[config.mk]
export PLATFORM = sky130hd
export DESIGN_NAME = alu_arbiter
export DESIGN_NICKNAME = d
export VERILOG_FILES = /design/src/rtl/alu_arbiter_pkg.sv /design/src/rtl/alu_arbiter_pick.sv /design/src/rtl/alu_arbiter.sv
export SDC_FILE = /design/constraint.sdc
export NUM_CORES = 1
export LEC_CHECK = 0
export BUFFER_PORTS_ARGS = -buffer_cell sky130_fd_sc_hd__buf_2
export CORE_ASPECT_RATIO = 0.75
export CORE_MARGIN = 2
export CORE_UTILIZATION = 51
export CTS_CLUSTER_DIAMETER = 60
export DETAILED_ROUTE_END_ITERATION = 8
export GPL_TIMING_DRIVEN = 0
export PLACE_DENSITY = 0.89
export REMOVE_ABC_BUFFERS = 1
export SKIP_CTS_REPAIR_TIMING = 1
export SLEW_MARGIN = 10
export SYNTH_ARGS = -nofsm -noshare
export SYNTH_HDL_FRONTEND = slang
export SYNTH_SLANG_ARGS = --single-unit
[constraint.sdc]
create_clock -name clk -period 4.4 [get_ports clk]
set_clock_uncertainty 0.2 [all_clocks]
set_input_delay 0.22 -clock clk [delete_from_list [all_inputs] [get_ports clk]]
set_output_delay 0.22 -clock clk [all_outputs]
set_load 0.1 [all_outputs]
[src/rtl/alu_arbiter_pkg.sv]
// rtl/alu_arbiter_pkg.sv - shared encodings and pipeline types for the ALU arbiter
package alu_arbiter_pkg;

    localparam logic [1:0] MODE_ADD = 2'b00;
    localparam logic [1:0] MODE_SUB = 2'b01;
    localparam logic [1:0] MODE_MUL = 2'b10;

    // ALU operand register plus result register; one extra stage lines up rsp capture
    localparam int ALU_LAT = 2;
    localparam int PIPE_D  = ALU_LAT + 1;

    typedef enum logic [1:0] {
        RUN    = 2'd0,
        DRAIN  = 2'd1,
        HALTED = 2'd2
    } state_e;

    typedef struct packed {
        logic       v;
        logic       tag;
        logic [1:0] mode;
    } stage_t;

endpackage

[src/rtl/alu_arbiter_pick.sv]
// rtl/alu_arbiter_pick.sv - rr_pick2: two-requester round-robin picker, one-hot combinational grant
module rr_pick2 #(
    parameter bit RR_INIT = 1'b0
) (
    input  logic       clk,
    input  logic       ar,
    input  logic       en,
    input  logic [1:0] req,
    output logic [1:0] gnt
);

    logic ptr_q, ptr_d;

    always_comb begin
        gnt = 2'b00;
        if (en) begin
            unique case (req)
                2'b01:   gnt = 2'b01;
                2'b10:   gnt = 2'b10;
                2'b11:   gnt = ptr_q ? 2'b10 : 2'b01;
                default: gnt = 2'b00;
            endcase
        end
        ptr_d = ptr_q;
        if (gnt[0]) ptr_d = 1'b1;
        else if (gnt[1]) ptr_d = 1'b0;
    end

    always_ff @(posedge clk) begin
        if (!ar) ptr_q <= RR_INIT;
        else     ptr_q <= ptr_d;
    end

endmodule

[src/rtl/alu_arbiter.sv]
// rtl/alu_arbiter.sv - shares one ALU between two requesters; ALU_ARB_STATS_EN adds grant/wait counters
module alu_arbiter
    import alu_arbiter_pkg::*;
#(
    parameter int STAT_W  = 16,
    parameter bit RR_INIT = 1'b0
) (
    input  logic       clk,
    input  logic       ar,
    input  logic [1:0] req,
    output logic [1:0] gnt,
    input  logic [3:0] a0,
    input  logic [3:0] b0,
    input  logic [1:0] mode0,
    input  logic [3:0] a1,
    input  logic [3:0] b1,
    input  logic [1:0] mode1,
    input  logic       halt,
    output logic       idle,
    output logic [1:0] rsp_valid,
    output logic [7:0] rsp_data,
    output logic [3:0] alu_a,
    output logic [3:0] alu_b,
    output logic [1:0] alu_mode,
    input  logic [7:0] alu_sc
`ifdef ALU_ARB_STATS_EN
    ,
    input  logic              stat_clr,
    output logic [STAT_W-1:0] gnt_cnt0,
    output logic [STAT_W-1:0] gnt_cnt1,
    output logic [STAT_W-1:0] wait_cnt0,
    output logic [STAT_W-1:0] wait_cnt1
`endif
);

    if (STAT_W < 1) begin : g_bad_stat_w
        $error("STAT_W must be at least 1");
    end

    state_e                  state_q, state_d;
    logic                    idle_q, idle_d;
    stage_t [PIPE_D-1:0]     stage_q, stage_d;
    logic [3:0]              alu_a_q, alu_a_d, alu_b_q, alu_b_d;
    logic [1:0]              alu_mode_q, alu_mode_d;
    logic [1:0]              rsp_valid_q, rsp_valid_d;
    logic [7:0]              rsp_data_q, rsp_data_d;
    logic                    pick_en, pipe_busy;

    // Reset and halt both mask grants so the pointer only moves on real issues
    assign pick_en = ar && (state_q == RUN) && !halt;

    rr_pick2 #(.RR_INIT(RR_INIT)) u_pick (
        .clk (clk),
        .ar  (ar),
        .en  (pick_en),
        .req (req),
        .gnt (gnt)
    );

    always_comb begin
        alu_a_d     = alu_a_q;
        alu_b_d     = alu_b_q;
        alu_mode_d  = alu_mode_q;
        rsp_data_d  = rsp_data_q;
        stage_d[0]  = '{v: |gnt, tag: gnt[1], mode: gnt[1] ? mode1 : mode0};
        for (int i = 1; i < PIPE_D; i++) stage_d[i] = stage_q[i-1];
        if (|gnt) begin
            alu_a_d = gnt[1] ? a1 : a0;
            alu_b_d = gnt[1] ? b1 : b0;
        end
        // Mode lags operands by one stage to match the ALU's internal operand register
        if (stage_q[0].v) alu_mode_d = stage_q[0].mode;
        rsp_valid_d = 2'b00;
        if (stage_q[PIPE_D-1].v) begin
            rsp_valid_d = stage_q[PIPE_D-1].tag ? 2'b10 : 2'b01;
            rsp_data_d  = alu_sc;
        end

        pipe_busy = |rsp_valid_q;
        for (int i = 0; i < PIPE_D; i++) pipe_busy = pipe_busy | stage_q[i].v;
        state_d = state_q;
        unique case (state_q)
            RUN:     if (halt) state_d = DRAIN;
            DRAIN:   if (!halt) state_d = RUN;
                     else if (!pipe_busy) state_d = HALTED;
            HALTED:  if (!halt) state_d = RUN;
            default: state_d = RUN;
        endcase
        idle_d = (state_d == HALTED);
    end

    always_ff @(posedge clk) begin
        if (!ar) begin
            state_q     <= RUN;
            idle_q      <= 1'b0;
            stage_q     <= '0;
            alu_a_q     <= 4'h0;
            alu_b_q     <= 4'h0;
            alu_mode_q  <= MODE_ADD;
            rsp_valid_q <= 2'b00;
            rsp_data_q  <= 8'h00;
        end else begin
            state_q     <= state_d;
            idle_q      <= idle_d;
            stage_q     <= stage_d;
            alu_a_q     <= alu_a_d;
            alu_b_q     <= alu_b_d;
            alu_mode_q  <= alu_mode_d;
            rsp_valid_q <= rsp_valid_d;
            rsp_data_q  <= rsp_data_d;
        end
    end

    assign idle      = idle_q;
    assign rsp_valid = rsp_valid_q;
    assign rsp_data  = rsp_data_q;
    assign alu_a     = alu_a_q;
    assign alu_b     = alu_b_q;
    assign alu_mode  = alu_mode_q;

`ifdef ALU_ARB_STATS_EN
    logic [STAT_W-1:0] gnt_cnt_q  [2];
    logic [STAT_W-1:0] gnt_cnt_d  [2];
    logic [STAT_W-1:0] wait_cnt_q [2];
    logic [STAT_W-1:0] wait_cnt_d [2];

    always_comb begin
        for (int i = 0; i < 2; i++) begin
            gnt_cnt_d[i]  = gnt_cnt_q[i];
            wait_cnt_d[i] = wait_cnt_q[i];
            if (stat_clr) begin
                gnt_cnt_d[i]  = '0;
                wait_cnt_d[i] = '0;
            end else begin
                if (gnt[i] && !(&gnt_cnt_q[i]))
                    gnt_cnt_d[i] = gnt_cnt_q[i] + STAT_W'(1);
                if (req[i] && !gnt[i] && !(&wait_cnt_q[i]))
                    wait_cnt_d[i] = wait_cnt_q[i] + STAT_W'(1);
            end
        end
    end

    always_ff @(posedge clk) begin
        for (int i = 0; i < 2; i++) begin
            if (!ar) begin
                gnt_cnt_q[i]  <= '0;
                wait_cnt_q[i] <= '0;
            end else begin
                gnt_cnt_q[i]  <= gnt_cnt_d[i];
                wait_cnt_q[i] <= wait_cnt_d[i];
            end
        end
    end

    assign gnt_cnt0  = gnt_cnt_q[0];
    assign gnt_cnt1  = gnt_cnt_q[1];
    assign wait_cnt0 = wait_cnt_q[0];
    assign wait_cnt1 = wait_cnt_q[1];
`endif

endmodule
==> metrics list <==
* Post-DR wirelength/cell: 14.8 um
- The max-slew violation count came to 0.
- Total number of H-tree levels: 2
* Total Neg Setup Slack: 0 ns
- After filler insertion, the fill cell instance count of the layout stands at 181.
- Global-route usage over all layers: 21.6%
- Via count: 1332
- Final HPWL from detailed placement: 2330 um
* Core ar.: 2600 sq um
* Top_reg_cell synth: dfxtp_1
* Number of cell rows: 16
- The worst hold path terminates at idle.
* Mean area per synthesized cell: 9.81 sq um
* Clock root buffer: clkbuf_4
- Skew-Pair Late Insertion Delay: 0.33 ns
* Final Routed Wirelength: 3680 um
- Cells on worst reg2reg path: 4
- Before CTS, the worst setup slack after placement is 2.29 ns.
- In this run the critical register-to-register path is launched from state_q[0].
* Count of max-cap constraint violations: 0
- The tightest min-delay check is of the primary input to register type.
- The first TritonRoute pass finished after 4 iterations.
- Number of antenna violations at the first check in global routing: 0
- Sinks on the clock net: 32
* Number of global-route vias before repair: 1226
- After synthesis, the netlist uses 30 different library cells.
- Cell internal power dissipation: 422 uW
* Total global routing overflow: 0
- Portion of total power attributed to sequential cells: 49.2%
- Final hold vios: 0
* First-pass GRT wire length: 5210 um
- The multi-input combinational cells in the finished layout cover a total of 617 sq um.
- PD cells: 330 nW/um^2
- In this run, CTS created clock tree buffers numbering 5.
- In the final design database the tool counted 245 nets.
* Die Y: 49.1 um
* Switching component of the power: 205 uW
- Ant diodes: 0
- Critical Path Source Type: primary input
- Across the whole layout, storage elements account for 641 sq um.
- With fillers left out, the area of the finished cells amounts to 1900 sq um.
* DRC violations left: 0
- Top post-synthesis cells by area: dfxtp_1 46%, mux2i_1 7.2%, a221oi_1 5.1%, o31ai_2 4.5%, a211oi_1 4.3%
- Endpoint arrival time on the critical path: 2.24 ns
- Static timing analysis puts the maximum clock frequency at 376 MHz.
- Cell count after synthesis: 141
- For this run, the number of Yosys warnings is 0.
* Vias per std cell: 5.35
- Crit. End Element: output port
* RD Place Congestion: 0.768
* Cell area after placement: 1630 sq um
- After synthesis the netlist holds a flip-flop and latch count of 32.
- The die covers 3150 sq um.
- The worst hold path passes through 3 cells.
- Fraction of synthesized cell area taken by the top area cell type: 46.3%
- Starting DRT DRC Count: 63
* Part of the power in combinational logic: 23.0%
- In this run the tool buffered the top-level ports with 55 buffer cells.
- Hold Worst Slack: 0.0172 ns
* Worst setup path category: primary input to output port
- FF-to-FF End: stage_d[4]
- Clk pwr share: 27.8%
- Sequential cells were found to cover 46.3% of the synthesized design area.
- The synthesized design contains 0 enable-type register cells.
- In this run the tightest slew margin relative to its limit is 32.5%.
- For the worst setup path, the data required time is 3.98 ns.
- Setup repair after global routing left no endpoint under its margin.
- TritonCTS built the clock tree.
- Across all register-to-register paths, the minimum setup slack is 2.08 ns.
- The longest clock path from root to sink contains 2 buffers.
- In the synthesized netlist the async set-or-reset flop fraction comes to 0%.
- Start point of the worst hold path: halt
- Along the worst path, the maximum fanout reaches 20.
- Pin count of the biggest net entering global routing: 22
- Layout-stage area growth over the synthesis result: 37.2%
- Switching Fraction: 32.6%
* Setup violations, final: 0
* Cell taking the most area after synthesis: dfxtp_1
- Counting tap cells, the placed design contains a total of 220 instances.
* Post-synth design cell area: 1380 sq um
- For the finished layout, the period the worst path requires is 2.66 ns.
- Clock-pin slew was measured on the worst setup and hold paths at 0.10 ns.
- Once the floorplan was initialized, standard cells occupied 53.2% of the core.
- During I/O placement, the number of pins put on the boundary was 56.
- Cells with a size suffix above 1 make up 34.7% of the layout.
- For this design the static power due to leakage is 0.000844 uW.
- Once routing completed, OpenROAD measured the worst setup slack at 1.74 ns.
* Post-route antenna net violation count: 0
- Worst vdd ir: 236 uV
- Post-route fraction of the period consumed by the critical path: 60.5%
* Die X-Extent: 64.2 um
- For the pin with the worst max-slew slack, the measured transition is 1.01 ns.
- The run finished with clean final reports.
* Layout Cells excl Fill: 249
-- layout by cell type, fill, tap and decap left out, drive strengths merged, types with 2 or more instances in the layout --
master       instances
nand4                3
and3                 2
nor2                13
and2                11
a221oi               8
clkinv               2
nor3                 2
nand2b               2
a211oi               8
nand2                3
clkbuf               6
inv                 13
buf                 55
mux2i               10
o31ai               10
dlygate4sd3         21
a21oi                4
dfxtp               32
-- worst max-delay path: stages --
cell,delay (ns)
dlygate4sd3_1,0.52
buf_2,0.20
or4b_4,0.63
nor3_1,0.21
buf_2,0.45
-- routing by layer --
layer / track usage [%] / part of all wire (%)
met1: 24.5 / 42
met2: 35.2 / 50
met3: 6.47 / 6.5
met4: 14.5 / 1.7
met5: 0 / 0
-- state kept, by name, indices dropped and copies added (netlist names) --
signal	flops
rsp_data	8
stage_d	6
alu_a	4
alu_b	4
alu_mode	2
rsp_valid	2
stage_q	2
state_q	2
idle	1
u_pick.ptr_q	1
-- power by group through the flow --
| stage | clock network (uW) | registers [uW] | logic (uW) |
|---|---|---|---|
| 6_report | 174 | 308 | 144 |
| 5_1_grt | 190 | 310 | 152 |
| 4_1_cts | 178 | 308 | 127 |
| 3_5_place_dp | 0 | 315 | 127 |
| 3_3_place_gp | 0 | 314 | 123 |
| 2_1_floorplan | 0 | 365 | 42.3 |
-- kinds of logic after synthesis --
group,count (synthesis),synth area share [%]
buffers and inverters,25,9.13
DFF,32,46.3
AOI/OAI and AO/OA,34,20.2
and+or+nand+nor,40,17.2
muxes,10,7.23
-- per-stage QoR --
stage / power, uW / utilization [%]
after floorplan: 407 / -
after global placement: 437 / 62.5
after detailed placement: 441 / 62.5
after CTS: 613 / 64.9
after global routing: 652 / 72.9
final: 627 / 72.9
-- Yosys cell counts (2+ instances only) --
cell      number
dfxtp_1       32
inv_1         13
nor2_1        13
mux2i_1       10
a211oi_1       8
a221oi_1       8
and2_1         8
o31ai_1        5
o31ai_2        5
a21oi_1        4
clkbuf_1       4
and2_2         3
buf_6          3
nand2_1        3
nand4_1        3
buf_2          2
buf_4          2
nand2b_1       2
nor3_1         2
-- worst max path at each step --
| stage | startpoint | cells past startpoint | slack (ns) | to |
|---|---|---|---|---|
| 6_report | ar | 5 | 1.74 | gnt[1] |
| 5_1_grt | ar | 5 | 1.65 | gnt[1] |
| 4_1_cts | state_q[0] | 3 | 1.92 | gnt[1] |
| 3_3_place_gp | halt | 4 | 2.31 | gnt[1] |
| 3_5_place_dp | halt | 4 | 2.29 | gnt[1] |
| 2_1_floorplan | state_q[0] | 2 | 0.88 | gnt[1] |
-- layout make-up --
class | instances | area share [%]
flip-flops and latches | 32 | 33.8
multi-input cells | 84 | 32.5
repair buffers | 76 | 25.6
clock buffers | 6 | 2.70
inverters | 13 | 2.57
well taps | 36 | 2.37
clock inverters | 2 | 0.527
(Power assumes the default switching activity.)
